$ cat src/rtl/ps2_receiver.sv
// PS/2 device-to-host receiver: synchronizes and deglitches ps2_clk, then deframes start/8 data/odd parity/stop.
// Latency: valid/parity_err/frame_err rise one core cycle after the filtered stop-bit falling edge.
// Backpressure: none; receive-only, results are single-cycle pulses that must be consumed when seen.
`timescale 1ns/1ps
module ps2_receiver #(
  parameter int DATA_WIDTH     = 8,
  parameter int FILTER_LEN     = 4,
  parameter int TIMEOUT_CYCLES = 50000
) (
  input  logic                  clk,
  input  logic                  reset_L,
  input  logic                  ps2_clk,
  input  logic                  ps2_data,
  output logic [DATA_WIDTH-1:0] data_out,
  output logic                  valid,
  output logic                  parity_err,
  output logic                  frame_err
);

  localparam int FW = $clog2(FILTER_LEN + 1);
  localparam int BW = $clog2(DATA_WIDTH + 1);
  localparam int TW = $clog2(TIMEOUT_CYCLES + 1);

  localparam logic [FW-1:0] FILT_LAST = FW'(FILTER_LEN - 1);
  localparam logic [BW-1:0] BIT_LAST  = BW'(DATA_WIDTH - 1);
  localparam logic [TW-1:0] TO_LAST   = TW'(TIMEOUT_CYCLES - 1);

  typedef enum logic [1:0] {
    IDLE   = 2'd0,
    DATA   = 2'd1,
    PARITY = 2'd2,
    STOP   = 2'd3
  } state_t;

  // Two-stage synchronizers; idle level of both lines is high.
  logic clk_s1_q, clk_s2_q;
  logic dat_s1_q, dat_s2_q;

  // Deglitch filter state.
  logic          filt_q, filt_d;
  logic [FW-1:0] fcnt_q, fcnt_d;
  logic          fall_w;

  // Deframer state.
  state_t                 state_q;
  logic [BW-1:0]          bit_q;
  logic [DATA_WIDTH-1:0]  shift_q;
  logic                   par_q;
  logic [TW-1:0]          to_q;

  // Bring both raw PS/2 lines into the clk domain.
  always_ff @(posedge clk or negedge reset_L) begin
    if (!reset_L) begin
      clk_s1_q <= 1'b1;
      clk_s2_q <= 1'b1;
      dat_s1_q <= 1'b1;
      dat_s2_q <= 1'b1;
    end else begin
      clk_s1_q <= ps2_clk;
      clk_s2_q <= clk_s1_q;
      dat_s1_q <= ps2_data;
      dat_s2_q <= dat_s1_q;
    end
  end

  // Count consecutive samples that disagree with the filtered level; flip once FILTER_LEN agree.
  always_comb begin
    filt_d = filt_q;
    fcnt_d = '0;
    if (clk_s2_q != filt_q) begin
      if (fcnt_q == FILT_LAST) begin
        filt_d = clk_s2_q;
      end else begin
        fcnt_d = fcnt_q + 1'b1;
      end
    end
  end

  // The falling edge is flagged in the same cycle the filtered level is about to drop.
  assign fall_w = filt_q & ~filt_d;

  // Register the filtered clock level and its agreement counter.
  always_ff @(posedge clk or negedge reset_L) begin
    if (!reset_L) begin
      filt_q <= 1'b1;
      fcnt_q <= '0;
    end else begin
      filt_q <= filt_d;
      fcnt_q <= fcnt_d;
    end
  end

  // Frame FSM with registered result pulses; an edge always wins over a same-cycle timeout.
  always_ff @(posedge clk or negedge reset_L) begin
    if (!reset_L) begin
      state_q    <= IDLE;
      bit_q      <= '0;
      shift_q    <= '0;
      par_q      <= 1'b0;
      to_q       <= '0;
      data_out   <= '0;
      valid      <= 1'b0;
      parity_err <= 1'b0;
      frame_err  <= 1'b0;
    end else begin
      valid      <= 1'b0;
      parity_err <= 1'b0;
      frame_err  <= 1'b0;
      if (fall_w) begin
        to_q <= '0;
        case (state_q)
          IDLE: begin
            if (!dat_s2_q) begin
              state_q <= DATA;
              bit_q   <= '0;
            end else begin
              frame_err <= 1'b1;
            end
          end
          DATA: begin
            shift_q <= {dat_s2_q, shift_q[DATA_WIDTH-1:1]};
            bit_q   <= bit_q + 1'b1;
            if (bit_q == BIT_LAST) begin
              state_q <= PARITY;
            end
          end
          PARITY: begin
            par_q   <= dat_s2_q;
            state_q <= STOP;
          end
          STOP: begin
            state_q <= IDLE;
            if (!dat_s2_q) begin
              frame_err <= 1'b1;
            end else if (^{shift_q, par_q}) begin
              data_out <= shift_q;
              valid    <= 1'b1;
            end else begin
              parity_err <= 1'b1;
            end
          end
          default: state_q <= IDLE;
        endcase
      end else if (state_q != IDLE) begin
        if (to_q == TO_LAST) begin
          // Line went quiet mid-frame: drop the partial byte and report it.
          state_q   <= IDLE;
          shift_q   <= '0;
          to_q      <= '0;
          frame_err <= 1'b1;
        end else begin
          to_q <= to_q + 1'b1;
        end
      end else begin
        to_q <= '0;
      end
    end
  end

endmodule
$ cat config.mk
export PLATFORM = sky130hd
export DESIGN_NAME = ps2_receiver
export DESIGN_NICKNAME = d
export VERILOG_FILES = /design/src/rtl/ps2_receiver.sv
export SDC_FILE = /design/constraint.sdc
export NUM_CORES = 1
export LEC_CHECK = 0
export ABC_CLOCK_PERIOD_IN_PS = 5800
export CAP_MARGIN = 20
export CORE_UTILIZATION = 30
export CTS_CLUSTER_DIAMETER = 40
export DETAILED_ROUTE_END_ITERATION = 8
export PLACE_DENSITY = 0.51
export SYNTH_ARGS = -nofsm -noshare
export SYNTH_HDL_FRONTEND = slang
export SYNTH_SLANG_ARGS = --single-unit
export TNS_END_PERCENT = 10
$ cat constraint.sdc
create_clock -name clk -period 5.8 [get_ports clk]
set_input_delay 1.16 -clock clk [delete_from_list [all_inputs] [get_ports clk]]
set_output_delay 1.16 -clock clk [all_outputs]
set_load 0.02 [all_outputs]
==> flow_summary.json, run 1 <==
{
  "cts_tree": "yes",
  "cts-resized-gates": 0,
  "synth-xor-area-share_pct": 8.43,
  "drive_above_1_share_pct": 13.3,
  "synthCells": 215,
  "synth_ff_type": "dfrtp_1",
  "start_kind": "register",
  "synth_fa_ha_area_share_pct": 3.71,
  "grt_pass1_vias": 1481,
  "leakage_uw": 0.00110,
  "synth_compound_area_share_pct": 6.79,
  "grt-ovfl-total": 0,
  "tightest_slew_ns": 0.838,
  "antenna_found_initial": 0,
  "ff_latch_area_mm2": 0.00126,
  "p_switching_uw": 210,
  "tns_ns": 0,
  "clockPowerShare_pct": 28.7,
  "synth-seq-cells": 50,
  "maxSlewHeadroom_pct": 43.7,
  "routedWlPerCell_um": 12.3,
  "synth_area_mm2": 0.00236,
  "ys_seq_area_share_pct": 53.3,
  "rows": 31,
  "synth.area.top_cells": "dfrtp_1, dfstp_2, mux2_2",
  "path_buf_inv": 1,
  "cts_buffers": 5,
  "final_nets": 243,
  "cts_setup_buffers": 0,
  "grt_usage_pct": 10.8,
  "yosysTopAreaCellShare_pct": 47.7,
  "muxShareOfSynthArea_pct": 6.63,
  "crit_fanout": 2,
  "status": "finished clean",
  "synth_top_family_by_area": "simple AND/OR/NAND/NOR gates",
  "end_kind": "output pin",
  "drc": 0,
  "p_comb_share_pct": 17.2,
  "finalSetupViolations": 0,
  "io_buffers": 14,
  "internal-power_uw": 513,
  "dieArea_mm2": 0.00822,
  "die_y_um": 90.7,
  "critical_path_arrival_ns": 1.25,
  "path_cells": "clkdlybuf4s50_1",
  "vdd_ir_drop_max_mv": 0.0876,
  "hold_viol": 0,
  "hpwl_um": 2700,
  "required_ns": 4.64,
  "max_stage_delay_ns": 0.61,
  "place_congestion": 0.746,
  "hold_class": "register to register",
  "cts.path.max_buffers": 2,
  "crit_family": "buffers and inverters",
  "fp.dieW_um": 90.7,
  "clock_skew_ns": 0.00502,
  "synth_edf_count": 0,
  "max-cap-violations": 0,
  "sw_frac_of_total_pct": 29.0,
  "period_share_pct": 41.6,
  "path_clk_slew_ns": 0.09,
  "multi_input_area_mm2": 0.00102,
  "antenna_cells": 0,
  "route.vias.total": 1544,
  "rsz0062_at_grt": "no",
  "worstSetupPathType": "register to output pin",
  "io_pins": 15,
  "synth-simple-area-share_pct": 17.5,
  "grt_max_degree": 51,
  "drt_iter0_drc": 55,
  "cts_hold_buf": 0,
  "ys_types": 40,
  "area_growth_pct": 14.5,
  "yosysWarnings": 0,
  "ant_nets": 0,
  "cp_slowest_cell": "clkdlybuf4s50_1",
  "synth.net_count": 226,
  "initial_core_util_pct": 31.9,
  "grt_pass1_wl_um": 7110,
  "syn_area_per_cell_um2": 11.0,
  "synth-async-reset-ratio_pct": 100,
  "synth_top_area_cell": "dfrtp_1",
  "routed_wirelength_um": 4070,
  "maxSlewViolCount": 0,
  "clkSinkCount": 50,
  "nFillCells": 719,
  "clock_latency_ns": 0.30,
  "avgViaCountPerCell": 4.65,
  "whs_ns": 0.359,
  "drt_first_pass_iters": 5,
  "core-area_mm2": 0.00741,
  "cts_max_level": 2,
  "fmax_ghz": 0.414,
  "p_seq_share_pct": 54.1,
  "powerDensity_mw_per_mm2": 268,
  "root_buffer": "clkbuf_8",
  "reg2reg_slack_ns": 3.48,
  "finalCriticalPeriod_ns": 2.41
}
-- metrics by stage --
step                      cells  power, uW  setup slack, ns  instance area, um2  utilization, %
after floorplan             215        489             3.82                2360               -
after global placement      324        525             3.56                2610            35.2
after detailed placement    324        526             3.46                2610            35.2
after CTS                   332        743             3.35                2700            36.5
after global routing        332        768             3.18                2700            36.5
final                       332        723             3.39                2700            36.5
-- power groups by stage --
| stage | registers, uW | clock network, uW | logic, uW |
|---|---|---|---|
| after floorplan | 394 | 0 | 94.9 |
| after global placement | 397 | 0 | 128 |
| after detailed placement | 398 | 0 | 128 |
| after CTS | 391 | 224 | 127 |
| after global routing | 394 | 231 | 142 |
| final | 391 | 207 | 124 |
-- layout make-up --
type,instances,area share (%)
clock buffer,6,3.06
timing repair buffer,16,5.56
sequential,50,46.5
tap,99,4.59
inverter,14,1.95
clock inverter,2,0.463
multi-input combinational,145,37.8
-- synthesized netlist by cell type (2+ instances only) --
master    instances
ha_1              7
a211oi_1          2
nor4_1            5
nor3_1            5
nor2b_1           2
dfstp_2           5
mux2_2           11
nand4_1           3
nand3_1          16
nor4bb_1          3
and3_1            2
or3_1             2
nand2_1          14
o31ai_1           2
xor2_1            4
o21ai_0          14
nor2_1           19
a21oi_1           4
clkbuf_1          4
nand4b_1          2
xnor2_1          13
inv_1            14
dfrtp_1          45
-- routing by layer --
layer | vias up | GRT usage, % | share of wire (%)
met1 | 729 | 14.1 | 49
met4 | 0 | 4.70 | 1.0
met2 | 36 | 16.8 | 46
met3 | 2 | 2.95 | 3.5
li1 | 777 | - | -
met5 | - | 0 | 0
-- worst paths after layout --
path,from,endpoint,depth (start not counted)
max,data_out[1],data_out[1],1
min,clk_s1_q,clk_s2_q,0
max reg2reg,to_q[0],shift_q[0],5
min reg2reg,clk_s1_q,clk_s2_q,0
max in group asynchronous,reset_L,fcnt_q[1],2
min in group asynchronous,reset_L,data_out[2],2
-- cells by family (layout without fill, tap and decap cells) --
group,after synthesis,after routing
mux,13,13
xor+xnor,19,19
simple gates,79,79
compound gates,27,27
flops,50,50
buf+inv,20,38
fa+ha+maj,7,7
-- flip-flops by register name, indices dropped and copies added, names as in the netlist, 2 cells and up --
register / flops
shift_q: 8
bit_q: 4
state_q: 2
fcnt_q: 3
data_out: 8
to_q: 16
-- layout by cell type (no fill, tap or decap), drive strengths merged, types with 6 or more instances in the layout --
| master | instances |
|---|---|
| dfrtp | 45 |
| inv | 14 |
| nand2 | 14 |
| nor2 | 19 |
| o21ai | 14 |
| clkdlybuf4s50 | 13 |
| mux2 | 11 |
| ha | 7 |
| xnor2 | 13 |
| clkbuf | 6 |
| nand3 | 16 |
Power figures use the tool's default switching activity.
==> inputs of run 2 (changes only) <==
--- a/config.mk
+++ b/config.mk
@@ -5,12 +5,12 @@
 export SDC_FILE = /design/constraint.sdc
 export NUM_CORES = 1
 export LEC_CHECK = 0
-export ABC_CLOCK_PERIOD_IN_PS = 5800
+export ABC_CLOCK_PERIOD_IN_PS = 2200
 export CAP_MARGIN = 20
 export CORE_UTILIZATION = 30
 export CTS_CLUSTER_DIAMETER = 40
 export DETAILED_ROUTE_END_ITERATION = 8
-export PLACE_DENSITY = 0.51
+export PLACE_DENSITY = 0.53
 export SYNTH_ARGS = -nofsm -noshare
 export SYNTH_HDL_FRONTEND = slang
 export SYNTH_SLANG_ARGS = --single-unit
==> constraint.sdc (replaced) <==
create_clock -name clk -period 2.2 [get_ports clk]
set_input_delay 0.44 -clock clk [delete_from_list [all_inputs] [get_ports clk]]
set_output_delay 0.44 -clock clk [all_outputs]
set_load 0.02 [all_outputs]
==> flow_summary.json, run 2 (synthesis gave the netlist of run 1 again) <==
{
  "status": "finished clean",
  "critical_path_arrival_ns": 2.20,
  "routedWlPerCell_um": 12.0,
  "path_buf_inv": 0,
  "place_congestion": 0.760,
  "multi_input_area_mm2": 0.00103,
  "io_buffers": 14,
  "cts_setup_buffers": 0,
  "end_kind": "register",
  "grt_max_degree": 29,
  "cp_slowest_cell": "xnor3_4",
  "hold_viol": 0,
  "drt_first_pass_iters": 4,
  "timing.rr.start": "shift_q[6]",
  "cts.path.max_buffers": 2,
  "place_area_mm2": 0.00266,
  "regMostFlops": "to_q",
  "drive_above_1_share_pct": 15.1,
  "initial_core_util_pct": 31.9,
  "p_comb_share_pct": 17.7,
  "instances_no_fill": 337,
  "tns_ns": 0,
  "max_stage_delay_ns": 0.47,
  "routed_wirelength_um": 4050,
  "clock_skew_ns": 0.00684,
  "die_y_um": 90.7,
  "ff_latch_area_mm2": 0.00126,
  "hpwl_um": 2950,
  "worst_slack_ns": 0.203,
  "rsz0062_at_grt": "no",
  "route.vias.total": 1604,
  "fp.dieW_um": 90.7,
  "finalSetupViolations": 0,
  "path_cells": "xnor3_4 > nand4b_1 > mux2i_4 > mux2_2",
  "final_nets": 248,
  "maxSlewViolCount": 0,
  "internal-power_uw": 1470,
  "area_growth_pct": 17.7,
  "max-cap-violations": 0,
  "grt_usage_pct": 11.3,
  "largestRegisters": "to_q (16), data_out (8), shift_q (8)",
  "vdd_ir_drop_max_mv": 0.294,
  "path_clk_slew_ns": 0.09,
  "final_common_cell": "dfrtp_1",
  "tightest_slew_ns": 0.524,
  "final_cell_mix": "dfrtp_1, nor2_1, nand3_1",
  "largest_reg_flops": 16,
  "antenna_found_initial": 0,
  "pre_cts_ws_ns": 0.125,
  "maxSlewHeadroom_pct": 65.1,
  "finalCriticalPeriod_ns": 2.00,
  "start_kind": "register",
  "clockPowerShare_pct": 31.9,
  "drt_iter0_drc": 98,
  "dieArea_mm2": 0.00822,
  "avgViaCountPerCell": 4.76,
  "grt_pass1_vias": 1547,
  "io_pins": 15,
  "reg2reg_slack_ns": 0.20,
  "clock_latency_ns": 0.31,
  "grt-ovfl-total": 0,
  "antenna_cells": 0,
  "hold_class": "primary input to async pin",
  "cts_max_level": 2,
  "period_share_pct": 90.8,
  "worstSetupPathType": "register to register",
  "placedCellCount": 329,
  "fin_util_pct": 37.5,
  "cts_buffers": 5,
  "required_ns": 2.40,
  "drc": 0,
  "rows": 31,
  "sw_frac_of_total_pct": 28.2,
  "clkSinkCount": 50,
  "root_buffer": "clkbuf_8",
  "grt_pass1_wl_um": 7460,
  "ant_nets": 0,
  "cts_tree": "yes",
  "finalInstanceArea_mm2": 0.00278,
  "p_seq_share_pct": 50.4,
  "powerDensity_mw_per_mm2": 738,
  "p_switching_uw": 578,
  "crit_path_start": "shift_q[6]",
  "crit_family": "multiplexers",
  "fmax_ghz": 0.501,
  "crit_fanout": 9,
  "nFillCells": 737,
  "leakage_uw": 0.00114,
  "core-area_mm2": 0.00741
}
## run 2: changes by cell type in the layout (fill, tap and decap cells not counted)
| cell | before | now |
|---|---|---|
| buf_4 | 2 | 6 |
| buf_12 | 0 | 1 |
| bufinv_16 | 0 | 1 |
| clkbuf_8 | 6 | 5 |
| clkinvlp_4 | 1 | 0 |
| inv_6 | 0 | 1 |
| nor4bb_2 | 1 | 0 |
| nor4bb_4 | 0 | 1 |
## run 2: worst paths after layout
path	end	cells past startpoint
worst max-delay path	data_out[0]	4
worst min-delay path	data_out[4]	1
worst max register to register	data_out[0]	4
worst min register to register	dat_s2_q	0
max in group asynchronous	clk_s2_q	2
min in group clk	dat_s2_q	0
## run 2: stage by stage
step | hold slack, ns | total power, uW
3_3_place_gp | 0.346 | 1410
6_report | 0.0962 | 2050
3_5_place_dp | 0.352 | 1410
4_1_cts | 0.111 | 2080
2_1_floorplan | 0.144 | 1290
5_1_grt | 0.128 | 2180
## run 2: final cells by class
type | instances | share of cell area (%)
multi-input cells | 145 | 37.1
inverters | 14 | 1.89
well taps | 99 | 4.46
clock buffers | 5 | 2.48
clock inverters | 3 | 1.58
flip-flops and latches | 50 | 45.3
repair buffers | 21 | 7.21
## run 2: worst reg2reg max path, delay by kind of cell (launching register included)
family | cells | cell delay (ns)
xor gates and xnor gates | 1 | 0.47
DFF | 1 | 0.44
and+or+nand+nor | 1 | 0.24
muxes | 2 | 0.74
## run 2: layer usage
layer	track usage, %	vias up	wire [um]	share of wire [%]
li1	-	793	-	-
met1	15.1	784	1960	48
met2	17.4	19	1910	47
met3	2.53	8	104	2.6
met4	5.24	0	80	2.0
met5	0	-	0	0
## run 2: power by group through the flow
stage / registers, uW / logic [uW] / clock network [uW]
after floorplan: 1040 / 250 / 0
after global placement: 1050 / 363 / 0
after detailed placement: 1050 / 365 / 0
after CTS: 1030 / 366 / 682
after global routing: 1050 / 421 / 713
final: 1030 / 363 / 655
## run 2: timing repair
action                     CTS  global route
setup endpoints to repair    0             8
resized for setup            0             1
hold buffers                 0             0
==> inputs of run 3 (changes only) <==
--- a/config.mk
+++ b/config.mk
@@ -6,7 +6,6 @@
 export NUM_CORES = 1
 export LEC_CHECK = 0
 export ABC_CLOCK_PERIOD_IN_PS = 2200
-export CAP_MARGIN = 20
 export CORE_UTILIZATION = 30
 export CTS_CLUSTER_DIAMETER = 40
 export DETAILED_ROUTE_END_ITERATION = 8
==> results of run 3 <==
The final DEF is identical to that of run 2; final timing and power are the same.
